<file path="src/rtl/pace_output_stage.sv">
// pace_output_stage
//   Turns a single-cycle pace request from the pacemaker controller into a
//   charge-balanced biphasic stimulus: cathodic drive, interphase gap, anodic
//   recharge (longer and weaker by ANOD_SHIFT), then a sense-blank tail.
//
// Ports
//   clk          clock (board clock, one count per cycle)
//   rst          synchronous active-high reset; every output goes to 0
//   enable       armed; when low new requests are refused
//   pace_req     single-cycle pace request
//   amp_code     requested cathodic amplitude, sampled at accept
//   stim_cath    cathodic switch drive
//   stim_anod    anodic switch drive
//   dac_code     amplitude for the current phase, 0 outside phases
//   sense_blank  high from the first stimulus cycle to the end of the tail
//   busy         stage not idle (same timing as sense_blank)
//   req_dropped  one-cycle pulse for every refused request
//   pulse_count  accepted stimuli, saturating at 65535
//
// Every output is a register fed from the FSM state of the previous cycle,
// so a request sampled at edge N shows up on the outputs from edge N+1.
module pace_output_stage #(
  parameter int CATH_CYCLES  = 40,
  parameter int GAP_CYCLES   = 5,
  parameter int ANOD_SHIFT   = 2,
  parameter int BLANK_CYCLES = 400
) (
  input  logic        clk,
  input  logic        rst,
  input  logic        enable,
  input  logic        pace_req,
  input  logic [7:0]  amp_code,
  output logic        stim_cath,
  output logic        stim_anod,
  output logic [7:0]  dac_code,
  output logic        sense_blank,
  output logic        busy,
  output logic        req_dropped,
  output logic [15:0] pulse_count
);

  typedef enum logic [2:0] {
    IDLE = 3'd0,
    CATH = 3'd1,
    GAP  = 3'd2,
    ANOD = 3'd3,
    TAIL = 3'd4
  } state_t;

  // The phase counter holds "cycles remaining minus one" and is reloaded on
  // every state entry. The anodic length CATH_CYCLES<<ANOD_SHIFT must stay
  // at or below 4096 so its reload value fits the 12-bit counter.
  localparam int ANOD_CYCLES = CATH_CYCLES << ANOD_SHIFT;
  localparam logic [11:0] CATH_LAST  = 12'(CATH_CYCLES - 1);
  localparam logic [11:0] GAP_LAST   = 12'(GAP_CYCLES - 1);
  localparam logic [11:0] ANOD_LAST  = 12'(ANOD_CYCLES - 1);
  localparam logic [11:0] BLANK_LAST = 12'(BLANK_CYCLES - 1);

  state_t      state_q, state_d;
  logic [11:0] cnt_q, cnt_d;
  logic [7:0]  amp_q, amp_d;
  logic [15:0] pcnt_q, pcnt_d;
  logic        drop_q, drop_d;
  logic        accept;
  logic        last;

  logic        stim_cath_d, stim_anod_d, blank_d;
  logic [7:0]  dac_d;

  assign accept = (state_q == IDLE) && pace_req && enable && (amp_code != 8'd0);
  assign last   = (cnt_q == 12'd0);

  // State register
  always_ff @(posedge clk) begin
    if (rst) begin
      state_q <= IDLE;
      cnt_q   <= 12'd0;
    end else begin
      state_q <= state_d;
      cnt_q   <= cnt_d;
    end
  end

  // Next state and phase counter
  always_comb begin
    state_d = state_q;
    cnt_d   = cnt_q - 12'd1;
    case (state_q)
      IDLE: begin
        cnt_d = 12'd0;
        if (accept) begin
          state_d = CATH;
          cnt_d   = CATH_LAST;
        end
      end
      CATH: if (last) begin
        state_d = GAP;
        cnt_d   = GAP_LAST;
      end
      GAP: if (last) begin
        state_d = ANOD;
        cnt_d   = ANOD_LAST;
      end
      ANOD: if (last) begin
        state_d = TAIL;
        cnt_d   = BLANK_LAST;
      end
      TAIL: if (last) begin
        state_d = IDLE;
        cnt_d   = 12'd0;
      end
      default: begin
        state_d = IDLE;
        cnt_d   = 12'd0;
      end
    endcase
  end

  // Accept bookkeeping: amplitude latch, saturating stimulus count, refusal flag
  always_comb begin
    amp_d  = amp_q;
    pcnt_d = pcnt_q;
    drop_d = pace_req && !accept;
    if (accept) begin
      amp_d = amp_code;
      if (pcnt_q != 16'hFFFF) pcnt_d = pcnt_q + 16'd1;
    end
  end

  // Output decode from the current state
  always_comb begin
    stim_cath_d = 1'b0;
    stim_anod_d = 1'b0;
    dac_d       = 8'd0;
    blank_d     = (state_q != IDLE);
    case (state_q)
      CATH: begin
        stim_cath_d = 1'b1;
        dac_d       = amp_q;
      end
      ANOD: begin
        stim_anod_d = 1'b1;
        dac_d       = amp_q >> ANOD_SHIFT;
      end
      default: ;
    endcase
  end

  // The amplitude latch is only read while a stimulus is running, and a
  // stimulus can only start through an accept that reloads it.
  always_ff @(posedge clk) begin
    amp_q <= amp_d;
  end

  // Registered outputs and counters
  always_ff @(posedge clk) begin
    if (rst) begin
      pcnt_q      <= 16'd0;
      drop_q      <= 1'b0;
      stim_cath   <= 1'b0;
      stim_anod   <= 1'b0;
      dac_code    <= 8'd0;
      sense_blank <= 1'b0;
      busy        <= 1'b0;
      req_dropped <= 1'b0;
      pulse_count <= 16'd0;
    end else begin
      pcnt_q      <= pcnt_d;
      drop_q      <= drop_d;
      stim_cath   <= stim_cath_d;
      stim_anod   <= stim_anod_d;
      dac_code    <= dac_d;
      sense_blank <= blank_d;
      busy        <= blank_d;
      req_dropped <= drop_q;
      pulse_count <= pcnt_q;
    end
  end

endmodule

</file>
<file path="config.mk">
export PLATFORM = sky130hd
export DESIGN_NAME = pace_output_stage
export DESIGN_NICKNAME = d
export VERILOG_FILES = /design/src/rtl/pace_output_stage.sv
export SDC_FILE = /design/constraint.sdc
export NUM_CORES = 1
export LEC_CHECK = 0
export ABC_AREA = 1
export BUFFER_PORTS_ARGS = -buffer_cell sky130_fd_sc_hd__buf_4
export CAP_MARGIN = 20
export CORE_UTILIZATION = 50
export CTS_CLUSTER_DIAMETER = 60
export CTS_CLUSTER_SIZE = 16
export DETAILED_ROUTE_END_ITERATION = 8
export PLACE_DENSITY = 0.77
export RECOVER_POWER = 100
export SYNTH_ARGS = -nofsm -noshare
export SYNTH_HDL_FRONTEND = slang
export SYNTH_SLANG_ARGS = --single-unit
</file>
<file path="constraint.sdc">
create_clock -name clk -period 1.6 [get_ports clk]
set_input_delay 0 -clock clk [delete_from_list [all_inputs] [get_ports clk]]
set_output_delay 0 -clock clk [all_outputs]
set_load 0.005 [all_outputs]
</file>
* After elaboration in Yosys (flattened, before gate mapping) *
Index checks and enable logic that the tools add are counted.

word-level totals
  flip-flop bits (word level) = 68
  bits of input ports = 12
  output and inout port bits = 29
  logic and storage cells = 49

operators by class
  $add $sub $neg = 2
  eq/ne operators = 10
  muxes and demuxes = 15
  reductions and logical operators = 11

operator list
  kind                                                  number
  case mux 12 bit (5 select lines)                      1
  two-way mux 12 bit                                    4
  adder 16 x 1 -> 16 bit (second input constant)        1
  inequality test 16 bit (second input constant)        1
  case mux 8 bit (2 select lines)                       1
  two-way mux 3 bit                                     5
  case mux 3 bit (5 select lines)                       1
  zero test 12 bit                                      1
  subtractor 12 x 1 -> 12 bit (second input constant)   1
  inequality test 2 bit (second input constant)         5
  nonzero test 8 bit                                    1
  equality test 3 x 2 -> 1 bit (second input constant)  2
  two-way mux 6 bit                                     1
  AND reduction 5 bit                                   1
  logical AND 1 bit                                     4
  equality test 3 x 1 -> 1 bit (second input constant)  1
  equality test 3 bit (second input constant)           1
  zero test 3 bit                                       1
  nonzero test 3 bit                                    1
  two-way mux 1 bit                                     2
  AND reduction 2 bit                                   1
  zero test 1 bit                                       1

* Depth between registers and ports, before layout *
Gate-level depths: netlist of the first run.

  depth in word-level cells = 6
  gate-level depth with buffers = 11
  depth with buffers taken out = 11

* Worst setup path after synthesis of the first run *
Ideal clock, no wire load.

  kind = reg2reg
  start point = register pcnt_q[0]
  end point = register pcnt_q[14]
  library setup time = 0.130 ns
  data arrival time = 1.375 ns
  slack = 0.095 ns
  stages on the path, launching flop included = 10
  buffers on the path = 1
  period minus slack after synthesis = 1.505 ns
  path through = dfxtp_1 -> ha_1 -> inv_1 -> nor2_4 -> nand2_1 -> nor2_2 -> nor2_4 -> buf_6 -> nand2_1 -> a21oi_2

on the way
  word-level cells in the longest chain between the ends = 2
  elaborated cells between the ends (all ways) = 3

RTL lines
  element                                                         line  RTL
  start: declaration                                              62    logic [15:0] pcnt_q, pcnt_d;
  start signal: assignment                                        168   pcnt_q <= pcnt_d;
  branches (longest 2 deep; another with adder 16 x 1 -> 16 bit)  -

Parallel ways; which one is timed is not known.
A chain may end at the register's enable or synchronous reset.

* Final worst setup path of the first run *
  start point = register pcnt_q[1]
  end point = register pcnt_q[11]

The elaborated chain is that of the path after synthesis.

==> run summary, run 1 <==
outcome: finished, final reports clean
worst slack at placement: 0.122 ns
clk_lat worst skew: 0.35 ns
LEAKAGE: 0.00158 uW
relative slew slack: 75.0%
largest area contributor in the netlist: dfxtp_1
Root Driver: clkbuf_8
sequential-to-total area share from yosys stat: 49.5%
worst hold slack: 0.120 ns
Placeable Area: 5540 um^2
Main synth FF type: dfxtp_1
Max IR drop VDD: 1.08 mV
Least-Margin Pin Slew: 0.375 ns
post-route cell area: 3700 um^2
post-synthesis cell type count: 29
CTS tree: done
initial core utilization: 52.5%
most common cell after layout, fill and taps aside: nand2_1
dpl cell area: 3330 um^2
Async S/R FF share, synth: 0%
critical path class: reg2reg
Mapped Avg Cell Area: 7.74 um^2
worst hold path class: in2reg
endpoints failing setup: 0
Synth top area share: 41.3%
io pins: 41
final global-route overflow total: 0
Final nets: 456
most frequent cells in the layout: nand2_1 (92), nor2_1 (60), dfxtp_1 (60)
Cells after Synth: 376
routed vias/inst: 4.90
Routed Antenna Nets: 0
drt first pass iters: 4
Slew Limit Fails: 0
Synth Warn #: 0
Max Buffers Root-to-Sink: 2
die area: 6130 um^2
Required @ worst endpoint: 1.82 ns
number of global-route vias before repair: 2,460
critical path launch point type: register
die height: 78.3 um
HPWL Detailed: 4190 um
detailed-route via count: 2,538
gpl congestion: 0.897
number of synthesized flops with an enable pin: 8
WL per Instance: 12.1 um
initial antenna violation count: 0
fin util: 66.8%
setup TNS after final layout: 0 ns
mapped cell area: 2910 um^2
fillers: 457
Core Rows: 27
drt initial violations: 170
Critical Path AT: 1.74 ns
htree depth: 3
max cap viols: 0
final worst slack: 0.0847 ns
Area Growth Syn to Fin: 27.3%
layout cells sized above 1: 19.7%
drc violations: 0
Global Route Usage Sum: 22.5%
die width: 78.3 um
diodes inserted: 0
first-pass GRT wire length: 10,500 um
CTS Buf Count: 9
crit end category: register
syn_nets: 391
PwrDens: 1700 nW/um^2
# port buffers: 40
largest cells by area after synthesis: dfxtp_1 (41%), nand2_1 (12%), edfxtp_1 (8.3%), nor2_1 (8.0%), inv_1 (5.7%)
largest net degree at the start of global routing: 37
register bit total from synthesis: 68
fin crit share: 94.7%
CTS Sinks: 68
clk slew on worst S/H paths: 0.08 ns
Hold Vio Cnt, Final: 0
clock skew: 0.00956 ns
Post-Route WL: 6290 um
Max Clk Rate: 660 MHz
Tmin final: 1.52 ns
Worst Path Max Fanout: 16
==> metrics by stage <==
| step | cells | total power [uW] |
|---|---|---|
| floorplan | 376 | 3850 |
| global placement | 491 | 4390 |
| finish | 518 | 6280 |
| CTS | 517 | 6200 |
| global route | 518 | 6730 |
| detailed placement | 491 | 4430 |
==> layout make-up <==
cell class | instances | area, um^2 | share of cell area [%]
inverter | 45 | 169 | 4.56
timing repair buffer | 61 | 480 | 13.0
multi-input combinational | 256 | 1280 | 34.5
sequential | 68 | 1440 | 38.9
clock inverter | 7 | 123 | 3.31
clock buffer | 9 | 124 | 3.34
tap | 72 | 90.1 | 2.43
==> cell families (layout without fill, tap and decap cells) <==
group | count (synthesis) | count (layout) | share of synthesized area (%)
compound gates | 34 | 34 | 6.54
flops | 68 | 68 | 49.5
fa+ha+maj | 3 | 3 | 1.29
buf+inv | 52 | 122 | 7.35
simple gates | 199 | 199 | 29.2
xor+xnor | 20 | 20 | 6.02
==> repair_timing <==
action / CTS / global route
endpoints found under the setup margin: 0 / 9
setup buffers: 0 / 1
gates resized for setup: 0 / 6
hold buffers: 10 / 0
endpoints found under the hold margin: 13 / 0
==> path summary, 6_finish.rpt <==
kind	from	to	slack, ns	depth (start not counted)
worst max-delay path	pcnt_q[1]	pcnt_q[11]	0.08	9
worst min-delay path	enable	cnt_q[5]	0.12	5
worst max register to register	pcnt_q[1]	pcnt_q[11]	0.08	9
worst min register to register	drop_q	req_dropped	0.41	2
==> power by group <==
group | total (uW) | leakage, uW | internal, uW | switching (uW)
combinational | 2440 | 0.000900 | 950 | 1490
clock | 1740 | 0.000116 | 1040 | 699
sequential | 2100 | 0.000561 | 1950 | 144
==> worst max-delay path: stages, from the launching register on <==
cell	delay, ns
dfxtp_1	0.35
ha_1	0.20
inv_1	0.08
nor2_4	0.15
nand2_1	0.10
nor2_2	0.17
nor2_4	0.07
buf_12	0.15
nand2_1	0.06
a21oi_1	0.05
==> state kept, by name, indices dropped and copies added, names as in the netlist <==
| signal | flops |
|---|---|
| pulse_count | 16 |
| req_dropped | 1 |
| pcnt_q | 16 |
| drop_q | 1 |
| busy | 1 |
| amp_q | 8 |
| dac_code | 8 |
| stim_anod | 1 |
| stim_cath | 1 |
| cnt_q | 12 |
| state_q | 3 |
==> cells in the mapped netlist, types with 4 or more instances <==
cell type  number
nand2_1        94
nor2_1         62
dfxtp_1        60
inv_1          44
nand3_1        21
a21oi_1        19
xor2_1         15
edfxtp_1        8
o21ai_0         7
nor2_2          6
xnor2_1         5
clkbuf_1        4
nand2_2         4
o22ai_1         4
==> routing by layer <==
| metal | track usage, % | wire [um] | up-vias |
|---|---|---|---|
| li1 | - | - | 1303 |
| met5 | 0 | 0 | - |
| met3 | 4.77 | 241 | 22 |
| met4 | 17.0 | 279 | 0 |
| met2 | 39.8 | 3230 | 47 |
| met1 | 23.3 | 2540 | 1166 |
(Power assumes the default switching activity.)
==> inputs of run 2 (changes only) <==
==> constraint.sdc (replaced) <==
create_clock -name clk -period 1.6 [get_ports clk]
set_input_delay 0 -clock clk [delete_from_list [all_inputs] [get_ports clk]]
set_output_delay 0 -clock clk [all_outputs]
set_load 0.02 [all_outputs]
==> run summary, run 2 (same netlist as run 1, synthesis figures left out) <==
LEAKAGE: 0.00147 uW
Max Clk Rate: 661 MHz
die height: 78.3 um
die area: 6130 um^2
Hold Crit Start: enable
Least-Margin Pin Slew: 0.378 ns
WHS Path Cells: 5
worst setup path startpoint: pcnt_q[1]
total chip power: 6300 uW
fin util: 64.9%
worst-case reg-to-reg path depth: 9
Max IR drop VDD: 1.08 mV
max cap viols: 0
most frequent cells in the layout: nand2_1 (92), nor2_1 (60), dfxtp_1 (60)
clock share of power: 27.7%
CTS tree: done
io pins: 41
clk slew on worst S/H paths: 0.08 ns
end of the worst register-to-register path: pcnt_q[11]
drt first pass iters: 4
drc violations: 0
Required @ worst endpoint: 1.82 ns
routed vias/inst: 4.97
final worst slack: 0.0878 ns
endpoints failing setup: 0
Seq pwr share: 33.2%
most common cell after layout, fill and taps aside: nand2_1
Max Buffers Root-to-Sink: 2
Area Growth Syn to Fin: 23.6%
Hold Path End: cnt_q[5]
initial core utilization: 52.5%
Hold Vio Cnt, Final: 0
largest net degree at the start of global routing: 37
Slew Limit Fails: 0
first-pass GRT wire length: 10,500 um
Global Route Usage Sum: 22.5%
final global-route overflow total: 0
number of global-route vias before repair: 2,460
worst reg2reg startpoint: pcnt_q[1]
dpl cell area: 3330 um^2
HPWL Detailed: 4190 um
# port buffers: 40
biggest regs: pcnt_q x16, pulse_count x16, cnt_q x12
Switch Pwr: 2390 uW
sw frac: 37.9%
diodes inserted: 0
Routed Antenna Nets: 0
worst hold path class: in2reg
drt initial violations: 151
Comb power frac: 39.1%
placed cells: 491
crit end category: register
Worst Path Max Fanout: 16
Placeable Area: 5540 um^2
outcome: finished, final reports clean
die width: 78.3 um
Pint: 3920 uW
detailed-route via count: 2,576
WL per Instance: 12.2 um
r2r setup slk: 0.09 ns
Core Rows: 27
relative slew slack: 74.8%
gpl congestion: 0.897
Tmin final: 1.51 ns
layout cells sized above 1: 13.2%
PwrDens: 1750 nW/um^2
post-route cell area: 3590 um^2
fin crit share: 94.5%
final non-filler cell total: 518
Post-Route WL: 6340 um
htree depth: 3
Root Driver: clkbuf_8
clk_lat worst skew: 0.35 ns
Critical Path AT: 1.73 ns
critical path class: reg2reg
worst slack at placement: 0.122 ns
Final nets: 456
critical path launch point type: register
CTS Sinks: 68
clock skew: 0.00962 ns
CTS Buf Count: 9
initial antenna violation count: 0
==> run 2: how the worst max path moves through the flow <==
| stage | to | slack, ns |
|---|---|---|
| final | pcnt_q[11] | 0.09 |
| after global placement | cnt_q[5] | 0.17 |
| after detailed placement | cnt_q[5] | 0.12 |
| after global routing | cnt_q[0] | -0.01 |
| after floorplan | pcnt_q[14] | 0.09 |
| after CTS | cnt_q[5] | 0.1 |
==> run 2: repair_timing <==
action | in CTS | in global routing
hold endpoints to repair | 13 | 0
setup endpoints to repair | 0 | 9
setup buffers | 0 | 1
hold buffers | 10 | 0
resized for setup | 0 | 6
==> run 2: cell type report <==
class | instances | area, um^2
multi-input cells | 256 | 1280
clock inverters | 7 | 123
fillers | 472 | 1950
well taps | 72 | 90.1
inverters | 45 | 169
repair buffers | 61 | 372
clock buffers | 9 | 124
flip-flops and latches | 68 | 1440
==> run 2: critical path, stage by stage (launching register included) <==
cell     delay, ns
dfxtp_1       0.35
ha_1          0.19
inv_1         0.08
nor2_4        0.15
nand2_1       0.10
nor2_2        0.17
nor2_4        0.06
buf_12        0.15
nand2_1       0.06
a21oi_1       0.05
==> run 2: power by group through the flow <==
stage / sequential [uW] / combinational (uW) / clock, uW
after detailed placement: 2130 / 2360 / 0
after global placement: 2120 / 2320 / 0
final: 2100 / 2460 / 1750
after global routing: 2120 / 2790 / 1840
after CTS: 2090 / 2400 / 1770
after floorplan: 2160 / 1750 / 0
==> run 2: metal layers <==
metal,vias up,GRT usage [%],wire length (um)
met2,59,39.8,3210
met4,0,17.0,275
li1,1306,-,-
met3,23,4.77,290
met5,-,0,0
met1,1188,23.3,2560
==> run 2: stage by stage <==
| stage | TNS [ns] | hold slack, ns |
|---|---|---|
| final | 0 | 0.122 |
| after global routing | -0.0101 | 0.157 |
| after floorplan | 0 | 0.0989 |
| after CTS | 0 | 0.124 |
| after global placement | 0 | 0.189 |
| after detailed placement | 0 | 0.189 |
